**src/rtl/uart_sample_rx.sv**
```systemverilog
`default_nettype none
// ============================================================================
// Module   : uart_sample_rx
// Brief    : 8N1 UART receiver that reassembles 3-byte frames into 22-bit
//            signed LED samples. Optional build macro: RX_TIMEOUT_EN enables
//            the inter-byte timeout that resyncs a stalled partial frame.
// Revision : 1.0 - initial release
// ============================================================================
module uart_sample_rx #(
    parameter int CLKS_PER_BIT = 217,
    parameter int TIMEOUT_BITS = 40
) (
    input  logic        clk,
    input  logic        reset_n,
    input  logic        rx_serial,
    output logic [21:0] sample_out,
    output logic        sample_dv,
    output logic [7:0]  byte_out,
    output logic        byte_dv,
    output logic        frame_err,
    output logic        hdr_err,
    output logic        timeout_err,
    output logic        rx_active
);

    typedef enum logic [2:0] {
        S_IDLE  = 3'd0,
        S_START = 3'd1,
        S_DATA  = 3'd2,
        S_STOP  = 3'd3,
        S_DONE  = 3'd4
    } state_t;

    localparam logic [15:0] c_HALF_LAST = 16'(CLKS_PER_BIT / 2 - 1);
    localparam logic [15:0] c_BIT_LAST  = 16'(CLKS_PER_BIT - 1);

    if (CLKS_PER_BIT < 4 || CLKS_PER_BIT > 65535 || TIMEOUT_BITS < 1) begin : g_bad_params
        $error("uart_sample_rx: CLKS_PER_BIT or TIMEOUT_BITS out of range");
    end

    logic        r_rx_meta;
    logic        r_rx_sync;
    state_t      r_state,     w_state_next;
    logic [15:0] r_cnt,       w_cnt_next;
    logic [2:0]  r_bit_idx,   w_bit_idx_next;
    logic [7:0]  r_shift,     w_shift_next;
    logic        r_wait_high, w_wait_high_next;
    logic        w_byte_done;
    logic        w_stop_low;
    logic        w_to_fire;

    logic [1:0]  r_idx;
    logic [5:0]  r_hi6;
    logic [7:0]  r_mid8;

    // Two-flop synchroniser; resets to the idle (high) line level.
    always_ff @(posedge clk or negedge reset_n) begin
        if (!reset_n) begin
            r_rx_meta <= 1'b1;
            r_rx_sync <= 1'b1;
        end else begin
            r_rx_meta <= rx_serial;
            r_rx_sync <= r_rx_meta;
        end
    end

    always_ff @(posedge clk or negedge reset_n) begin
        if (!reset_n) begin
            r_state     <= S_IDLE;
            r_cnt       <= '0;
            r_bit_idx   <= '0;
            r_shift     <= '0;
            r_wait_high <= 1'b0;
        end else begin
            r_state     <= w_state_next;
            r_cnt       <= w_cnt_next;
            r_bit_idx   <= w_bit_idx_next;
            r_shift     <= w_shift_next;
            r_wait_high <= w_wait_high_next;
        end
    end

    always_comb begin
        w_state_next     = r_state;
        w_cnt_next       = r_cnt;
        w_bit_idx_next   = r_bit_idx;
        w_shift_next     = r_shift;
        w_wait_high_next = r_wait_high;
        w_byte_done      = 1'b0;
        w_stop_low       = 1'b0;
        case (r_state)
            S_IDLE: begin
                // After a bad stop bit the line must return high before a new start counts.
                if (r_wait_high) begin
                    if (r_rx_sync) w_wait_high_next = 1'b0;
                end else if (!r_rx_sync) begin
                    w_state_next = S_START;
                    w_cnt_next   = '0;
                end
            end
            S_START: begin
                if (r_cnt == c_HALF_LAST) begin
                    w_cnt_next     = '0;
                    w_bit_idx_next = '0;
                    w_state_next   = r_rx_sync ? S_IDLE : S_DATA;
                end else begin
                    w_cnt_next = r_cnt + 16'd1;
                end
            end
            S_DATA: begin
                if (r_cnt == c_BIT_LAST) begin
                    w_cnt_next     = '0;
                    w_shift_next   = {r_rx_sync, r_shift[7:1]};
                    w_bit_idx_next = r_bit_idx + 3'd1;
                    if (r_bit_idx == 3'd7) w_state_next = S_STOP;
                end else begin
                    w_cnt_next = r_cnt + 16'd1;
                end
            end
            S_STOP: begin
                if (r_cnt == c_BIT_LAST) begin
                    w_cnt_next = '0;
                    if (r_rx_sync) begin
                        w_state_next = S_DONE;
                        w_byte_done  = 1'b1;
                    end else begin
                        w_state_next     = S_IDLE;
                        w_stop_low       = 1'b1;
                        w_wait_high_next = 1'b1;
                    end
                end else begin
                    w_cnt_next = r_cnt + 16'd1;
                end
            end
            S_DONE:  w_state_next = S_IDLE;
            default: w_state_next = S_IDLE;
        endcase
    end

    assign rx_active = (r_state == S_START) || (r_state == S_DATA) || (r_state == S_STOP);

`ifdef RX_TIMEOUT_EN
    localparam logic [31:0] c_TO_LAST = 32'(TIMEOUT_BITS * CLKS_PER_BIT - 1);
    logic [31:0] r_to_cnt;
    logic        w_to_run;

    assign w_to_run  = (r_state == S_IDLE) && (r_idx != 2'd0);
    assign w_to_fire = w_to_run && (r_to_cnt == c_TO_LAST);

    always_ff @(posedge clk or negedge reset_n) begin
        if (!reset_n) begin
            r_to_cnt <= '0;
        end else if (!w_to_run || w_to_fire) begin
            r_to_cnt <= '0;
        end else begin
            r_to_cnt <= r_to_cnt + 32'd1;
        end
    end
`else
    assign w_to_fire = 1'b0;
`endif

    // Frame assembler; strobes are registered so they land in the DONE cycle.
    always_ff @(posedge clk or negedge reset_n) begin
        if (!reset_n) begin
            r_idx       <= '0;
            r_hi6       <= '0;
            r_mid8      <= '0;
            sample_out  <= '0;
            sample_dv   <= 1'b0;
            byte_out    <= '0;
            byte_dv     <= 1'b0;
            frame_err   <= 1'b0;
            hdr_err     <= 1'b0;
            timeout_err <= 1'b0;
        end else begin
            sample_dv   <= 1'b0;
            byte_dv     <= 1'b0;
            frame_err   <= w_stop_low;
            hdr_err     <= 1'b0;
            timeout_err <= w_to_fire;
            if (w_stop_low || w_to_fire) begin
                r_idx <= 2'd0;
            end else if (w_byte_done) begin
                byte_out <= r_shift;
                byte_dv  <= 1'b1;
                case (r_idx)
                    2'd0: begin
                        if (r_shift[7:6] != 2'b00) begin
                            hdr_err <= 1'b1;
                        end else begin
                            r_hi6 <= r_shift[5:0];
                            r_idx <= 2'd1;
                        end
                    end
                    2'd1: begin
                        r_mid8 <= r_shift;
                        r_idx  <= 2'd2;
                    end
                    default: begin
                        sample_out <= {r_hi6, r_mid8, r_shift};
                        sample_dv  <= 1'b1;
                        r_idx      <= 2'd0;
                    end
                endcase
            end
        end
    end

endmodule
`default_nettype wire

```
**config.mk**
```make
export PLATFORM = sky130hd
export DESIGN_NAME = uart_sample_rx
export DESIGN_NICKNAME = d
export VERILOG_FILES = /design/src/rtl/uart_sample_rx.sv
export SDC_FILE = /design/constraint.sdc
export NUM_CORES = 1
export LEC_CHECK = 0
export BUFFER_PORTS_ARGS = -buffer_cell sky130_fd_sc_hd__buf_2
export CORE_UTILIZATION = 52
export CTS_CLUSTER_SIZE = 20
export DETAILED_ROUTE_END_ITERATION = 16
export MAX_ROUTING_LAYER = met4
export PLACE_DENSITY = 0.75
export SLEW_MARGIN = 0
export SYNTH_ARGS = -nofsm -noshare
export SYNTH_HDL_FRONTEND = slang
export SYNTH_SLANG_ARGS = --single-unit
```
**constraint.sdc**
```tcl
create_clock -name clk -period 2.2 [get_ports clk]
set_input_delay 0.22 -clock clk [delete_from_list [all_inputs] [get_ports clk]]
set_output_delay 0.22 -clock clk [all_outputs]
set_load 0.05 [all_outputs]
```
==> flow_summary.yaml, run 1 <==
status:
  outcome: "complete, but fails checks"
  failed_checks: "design-rule violations, negative setup slack"
timing:
  hold_viol_final: 0
  rsz0062_at_grt: "true"
  max_freq_mhz: 427
  fin_ws_ps: -141
  worst_pin_slew_ps: 655
  slew-limit-headroom: 0.552
  finalSetupViolCount: 38
  whs_ps: 359
  min_period_ps: 2340
  finalMaxSlewViolations: 0
  skew_ps: 10.7
  finalCritPeriodShare: 1.06
drt:
  dr_total_vias: 2396
  ant_nets: 0
  drt-initial-drc-count: 130
  drc: 2
  wirelength_mm: 7.15
  wl_per_cell_um: 16.3
  viasPerCell: 5.47
  detail_route.first_pass.iterations: 10
worst_setup_path:
  crit_path_top_delay_cell: "or4_4"
  crit_path_end_kind: "register"
  startpoint_type: "register"
  path_delay_family: "simple AND/OR/NAND/NOR gates"
  r2r_end: "r_hi6[3]"
  cp_cell_sequence: "or4_4 -> or4_4 -> nor2b_4 -> nand3_4 -> mux2_4"
  cpMostUsedCell: "or4_4"
  crit_buf_inv: 0
  cp.arrival_ps: 2580
  critPathMaxStageDelay_ps: 600
  crit_fanout: 7
  path_depth: 5
  cp.required_ps: 2440
  path_class: "reg -> reg"
  r2r-start: "r_cnt[10]"
  r2r_setup_slack_ps: -140
  reg2reg_depth: 5
clocking:
  tritoncts: "built"
  cts_num_sinks: 83
  htreeDepth: 3
  clk_pin_slew_worst_paths_ps: 90
  insertion_delay_ps: 350
  root_buffer: "clkbuf_8"
  clockBufferDepth: 2
  cts_buffers: 9
placed_design:
  placed_area_sq_um: 4050
  dp.cells: 414
  port_buffers: 37
  dpl_worst_slack_ps: -135
  dp_hpwl_mm: 4.80
  place.gp.congestion: 0.900
cells_and_area:
  final_area_sq_um: 4420
  nets: 363
  final_cell_mix: "dfrtp_1 (81), buf_2 (36), mux2_2 (35)"
  mostFrequentLayoutCell: "dfrtp_1"
  drive_above_1_share: 0.435
  stdcell_count: 438
  n_antenna_cell: 0
  syn2layout_area_growth_pct: 24.1
floorplan:
  fp-row-count: 29
  die_area_sq_um: 7190
  die_h_um: 84.8
  core_area_sq_um: 6490
  initial_utilization: 0.548
  pin_count: 39
  die_w_um: 84.8
global_routing:
  track_usage: 0.218
  grt_pass1_wl_mm: 11.6
  grt_pass1_vias: 2352
  antenna_found_initial: 0
  grt_max_degree: 46
  grt-ovfl-total: 0
synthesis:
  synth_nets: 290
  syn_area_sq_um: 3560
  ys_seq_area_frac: 0.584
  synth-seq-cells: 83
  synthArstFlopShare: 1.00
  yosysUniqueCellTypes: 54
  ys_warn_count: 0
  netlist_instances: 283
  synth_ff_type: "dfrtp_1"
  synth-edff-count: 0
  syn_avg_cell_area_sq_um: 12.6
min_path:
  hold_path_class: "reg -> reg"
  min_from: "r_rx_meta"
  worstHoldPathCells: 0
  holdPathEnd: "r_rx_sync"
power:
  powerDensity_nw_per_um2: 580
  cellLeakagePower_nw: 2.32
  peakVddDrop_uv: 410
run:
  max_cap_viol_count: 0
## worst max path at each step
stage              start           to  slack (ps)
2_1_floorplan  r_cnt[15]     r_hi6[3]        -190
3_3_place_gp   r_cnt[15]  byte_out[4]         -70
3_5_place_dp   r_cnt[15]     r_hi6[4]        -130
4_1_cts        r_cnt[10]     r_hi6[4]        -140
5_1_grt        r_cnt[10]     r_hi6[3]        -200
6_report       r_cnt[10]     r_hi6[3]        -140
## synthesized netlist by cell type, types with 3 or more instances
cell | instances | area share
dfrtp_1 | 81 | 0.57
mux2_2 | 39 | 0.12
nand2_1 | 31 | 0.033
nor2_1 | 20 | 0.021
nand3_1 | 10 | 0.014
xor2_1 | 8 | 0.020
clkbuf_1 | 6 | 0.0063
mux2_4 | 6 | 0.025
inv_1 | 5 | 0.0053
ha_1 | 4 | 0.014
a21o_1 | 3 | 0.0063
a21oi_1 | 3 | 0.0042
and3_1 | 3 | 0.0053
mux2_1 | 3 | 0.0095
nand4_1 | 3 | 0.0053
nor2b_1 | 3 | 0.0053
nor3_1 | 3 | 0.0042
o21ai_1 | 3 | 0.0042
## cell type report
type | instances | area (sq um)
flip-flops and latches | 83 | 2080
fillers | 447 | 2070
multi-input cells | 182 | 1490
repair buffers | 75 | 559
clock buffers | 10 | 128
well taps | 77 | 96.3
clock inverters | 6 | 48.8
inverters | 5 | 18.8
## state kept, by name (all words and copies together) (netlist names)
signal,cells
r_idx,2
r_hi6,6
r_state,3
byte_dv,1
byte_out,8
r_mid8,8
hdr_err,1
r_shift,8
sample_out,22
r_rx_meta,1
r_rx_sync,1
sample_dv,1
frame_err,1
r_wait_high,1
r_bit_idx,3
r_cnt,16
## metrics by stage
step | TNS, ps | total power [mW] | util
after floorplan | -1780 | 1.57 | -
after global placement | -987 | 1.60 | 0.623
after detailed placement | -2350 | 1.60 | 0.623
after CTS | -1960 | 2.59 | 0.664
after global routing | -4460 | 2.65 | 0.681
final | -2150 | 2.56 | 0.681
## kinds of logic after synthesis
logic type	synth area share
other	0.00105
xor gates and xnor gates	0.0221
adders and majority gates	0.0141
buffers and inverters	0.0249
and+or+nand+nor	0.144
AOI/OAI and AO/OA	0.0523
muxes	0.158
DFF	0.584
## power breakdown
part           switching [mW]  internal, mW
Sequential            0.00271          1.53
Clock                   0.566         0.424
Combinational          0.0350       0.00940
Total                   0.603          1.96
## layer usage
layer  share of wire  vias up  GRT usage
met3           0.039        7     0.0374
li1                -     1134          -
met5               0        -          -
met2            0.48       59      0.327
met1            0.47     1196      0.295
met4           0.013        0     0.0909
## timing repair
action / 4_1_cts / 5_1_grt
cloned: 0 / 2
pin swaps: 2 / 6
setup buffers: 4 / 2
endpoints found under the setup margin: 52 / 70
endpoints found under the hold margin: 43 / 0
hold buffers: 2 / 0
resized for setup: 10 / 18
Note: power is estimated with default switching activity, not from simulation.
==> run 2, diff against run 1 <==
--- a/config.mk
+++ b/config.mk
@@ -10,7 +10,7 @@
 export CTS_CLUSTER_SIZE = 20
 export DETAILED_ROUTE_END_ITERATION = 16
 export MAX_ROUTING_LAYER = met4
-export PLACE_DENSITY = 0.75
+export PLACE_DENSITY = 0.86
 export SLEW_MARGIN = 0
 export SYNTH_ARGS = -nofsm -noshare
 export SYNTH_HDL_FRONTEND = slang
==> constraint.sdc (replaced) <==
create_clock -name clk -period 2.2 [get_ports clk]
set_input_delay 0.22 -clock clk [delete_from_list [all_inputs] [get_ports clk]]
set_output_delay 0.22 -clock clk [all_outputs]
set_load 0.1 [all_outputs]
==> run 2 against run 1 <==
The flow still finishes with violations (design-rule violations, negative setup slack). Setup slack lost 34 ps. Via count grew 8.5%. Routed wire length grew 20%. Final cell count is 0.68% higher. Utilization is 1.7 points higher. Hold slack better by 9.2 ps. Die area did not move. Global-route usage is 1.4 points higher. First-iteration DRC count grew 100%. Sequential share of layout area is 1.2 points lower. Combinational power increased by 9.9%. Critical endpoint is now r_cnt[3]. Largest cell class unchanged. Highest routed layer unchanged.
==> flow_summary.yaml, run 2 (synthesis results as in run 1) <==
status:
  outcome: "complete, but fails checks"
  failed_checks: "design-rule violations, negative setup slack"
global_routing:
  track_usage: 0.232
  antenna_found_initial: 0
  grt-ovfl-total: 0
  grt_pass1_wl_mm: 12.4
  grt_max_degree: 45
  grt_pass1_vias: 2514
timing:
  min_period_ps: 2370
  finalMaxSlewViolations: 0
  whs_ps: 368
  skew_ps: 14.7
  fin_ws_ps: -175
  slew-limit-headroom: 0.624
  rsz0062_at_grt: "true"
  max_freq_mhz: 421
  finalCritPeriodShare: 1.08
  hold_viol_final: 0
  worst_pin_slew_ps: 565
  finalSetupViolCount: 68
clocking:
  cts_num_sinks: 83
  root_buffer: "clkbuf_8"
  cts_buffers: 9
  htreeDepth: 3
  clk_pin_slew_worst_paths_ps: 80
  insertion_delay_ps: 370
  tritoncts: "built"
  clockBufferDepth: 2
worst_setup_path:
  cpMostUsedCell: "or4_4"
  reg2reg_depth: 6
  critPathMaxStageDelay_ps: 590
  crit_fanout: 5
  crit_path_top_delay_cell: "or4_4"
  crit_path_end_kind: "register"
  path_class: "reg -> reg"
  cp_cell_sequence: "or4_4 -> or4_4 -> buf_12 -> a2bb2oi_4 -> o21ai_0 -> a21o_1"
  worstSetupStartpoint: "r_cnt[15]"
  cp.required_ps: 2460
  startpoint_type: "register"
  r2r-start: "r_cnt[15]"
  cp.arrival_ps: 2630
power:
  powerDensity_nw_per_um2: 577
  cellLeakagePower_nw: 2.34
  peakVddDrop_uv: 676
floorplan:
  die_area_sq_um: 7190
  pin_count: 39
  die_h_um: 84.8
  fp-row-count: 29
  core_area_sq_um: 6490
  die_w_um: 84.8
  initial_utilization: 0.548
drt:
  wirelength_mm: 8.59
  drc: 1
  ant_nets: 0
  detail_route.first_pass.iterations: 11
  dr_total_vias: 2599
  wl_per_cell_um: 19.5
  drt-initial-drc-count: 262
  viasPerCell: 5.89
cells_and_area:
  drive_above_1_share: 0.473
  final_cell_mix: "dfrtp_1 (81), buf_2 (36), mux2_2 (34)"
  stdcell_count: 441
  largest_reg_flops: 22
  top_register: "sample_out"
  n_antenna_cell: 0
  nets: 366
  fin_util: 0.698
  mostFrequentLayoutCell: "dfrtp_1"
  syn2layout_area_growth_pct: 27.3
  reg_top3: "sample_out x22, r_cnt x16"
placed_design:
  dp_hpwl_mm: 4.81
  port_buffers: 37
  place.gp.congestion: 0.881
  dp.cells: 413
min_path:
  min_from: "r_rx_meta"
  hold_path_class: "reg -> reg"
  worstHoldPathCells: 0
run:
  max_cap_viol_count: 0
[run 2: layout make-up]
| cell class | count | area (sq um) |
|---|---|---|
| flip-flops and latches | 83 | 2080 |
| fillers | 416 | 1960 |
| multi-input cells | 183 | 1560 |
| repair buffers | 77 | 599 |
| clock buffers | 9 | 124 |
| well taps | 77 | 96.3 |
| clock inverters | 7 | 58.8 |
| inverters | 5 | 18.8 |
[run 2: where the power goes]
group,internal [mW],switching (mW)
combinational,0.00942,0.0394
clock,0.427,0.608
sequential,1.53,0.00280
[run 2: per-stage QoR]
step                setup TNS [ps]  setup slack, ps  power (mW)  instance area [sq um]
floorplan                    -1790             -191        1.57                   3580
global placement             -2580            -69.4        1.61                   4020
detailed placement           -4120             -137        1.61                   4020
CTS                          -4870             -144        2.62                   4340
global route                 -8730             -214        2.70                   4530
finish                       -6600             -175        2.61                   4530
[run 2: metal layers]
metal	GRT usage	vias to the layer above	share of wire
li1	-	1143	-
met1	0.305	1317	0.43
met2	0.357	109	0.50
met3	0.0541	30	0.047
met4	0.0786	0	0.028
met5	-	-	0
[run 2: worst max-delay path, delay by kind of cell, from the launching register on]
kind | cells | cell delay (ps)
flip-flops | 1 | 390
buffers and inverters | 1 | 160
AO/OA/AOI/OAI | 3 | 580
AND/OR/NAND/NOR | 2 | 1130
[run 2: worst paths after layout]
kind	endpoint	slack, ps
max	r_cnt[3]	-170
min	r_rx_sync	370
max reg2reg	r_cnt[3]	-170
min reg2reg	r_rx_sync	370
max in group asynchronous	r_shift[0]	1190
min in group asynchronous	r_bit_idx[2]	390
[run 2: repair_timing]
action | 4_1_cts | 5_1_grt
pin swaps | 11 | 9
hold buffers | 2 | 0
endpoints found under the setup margin | 57 | 78
gates cloned | 2 | 3
gates resized for setup | 21 | 23
setup buffers | 2 | 3
endpoints found under the hold margin | 42 | 0
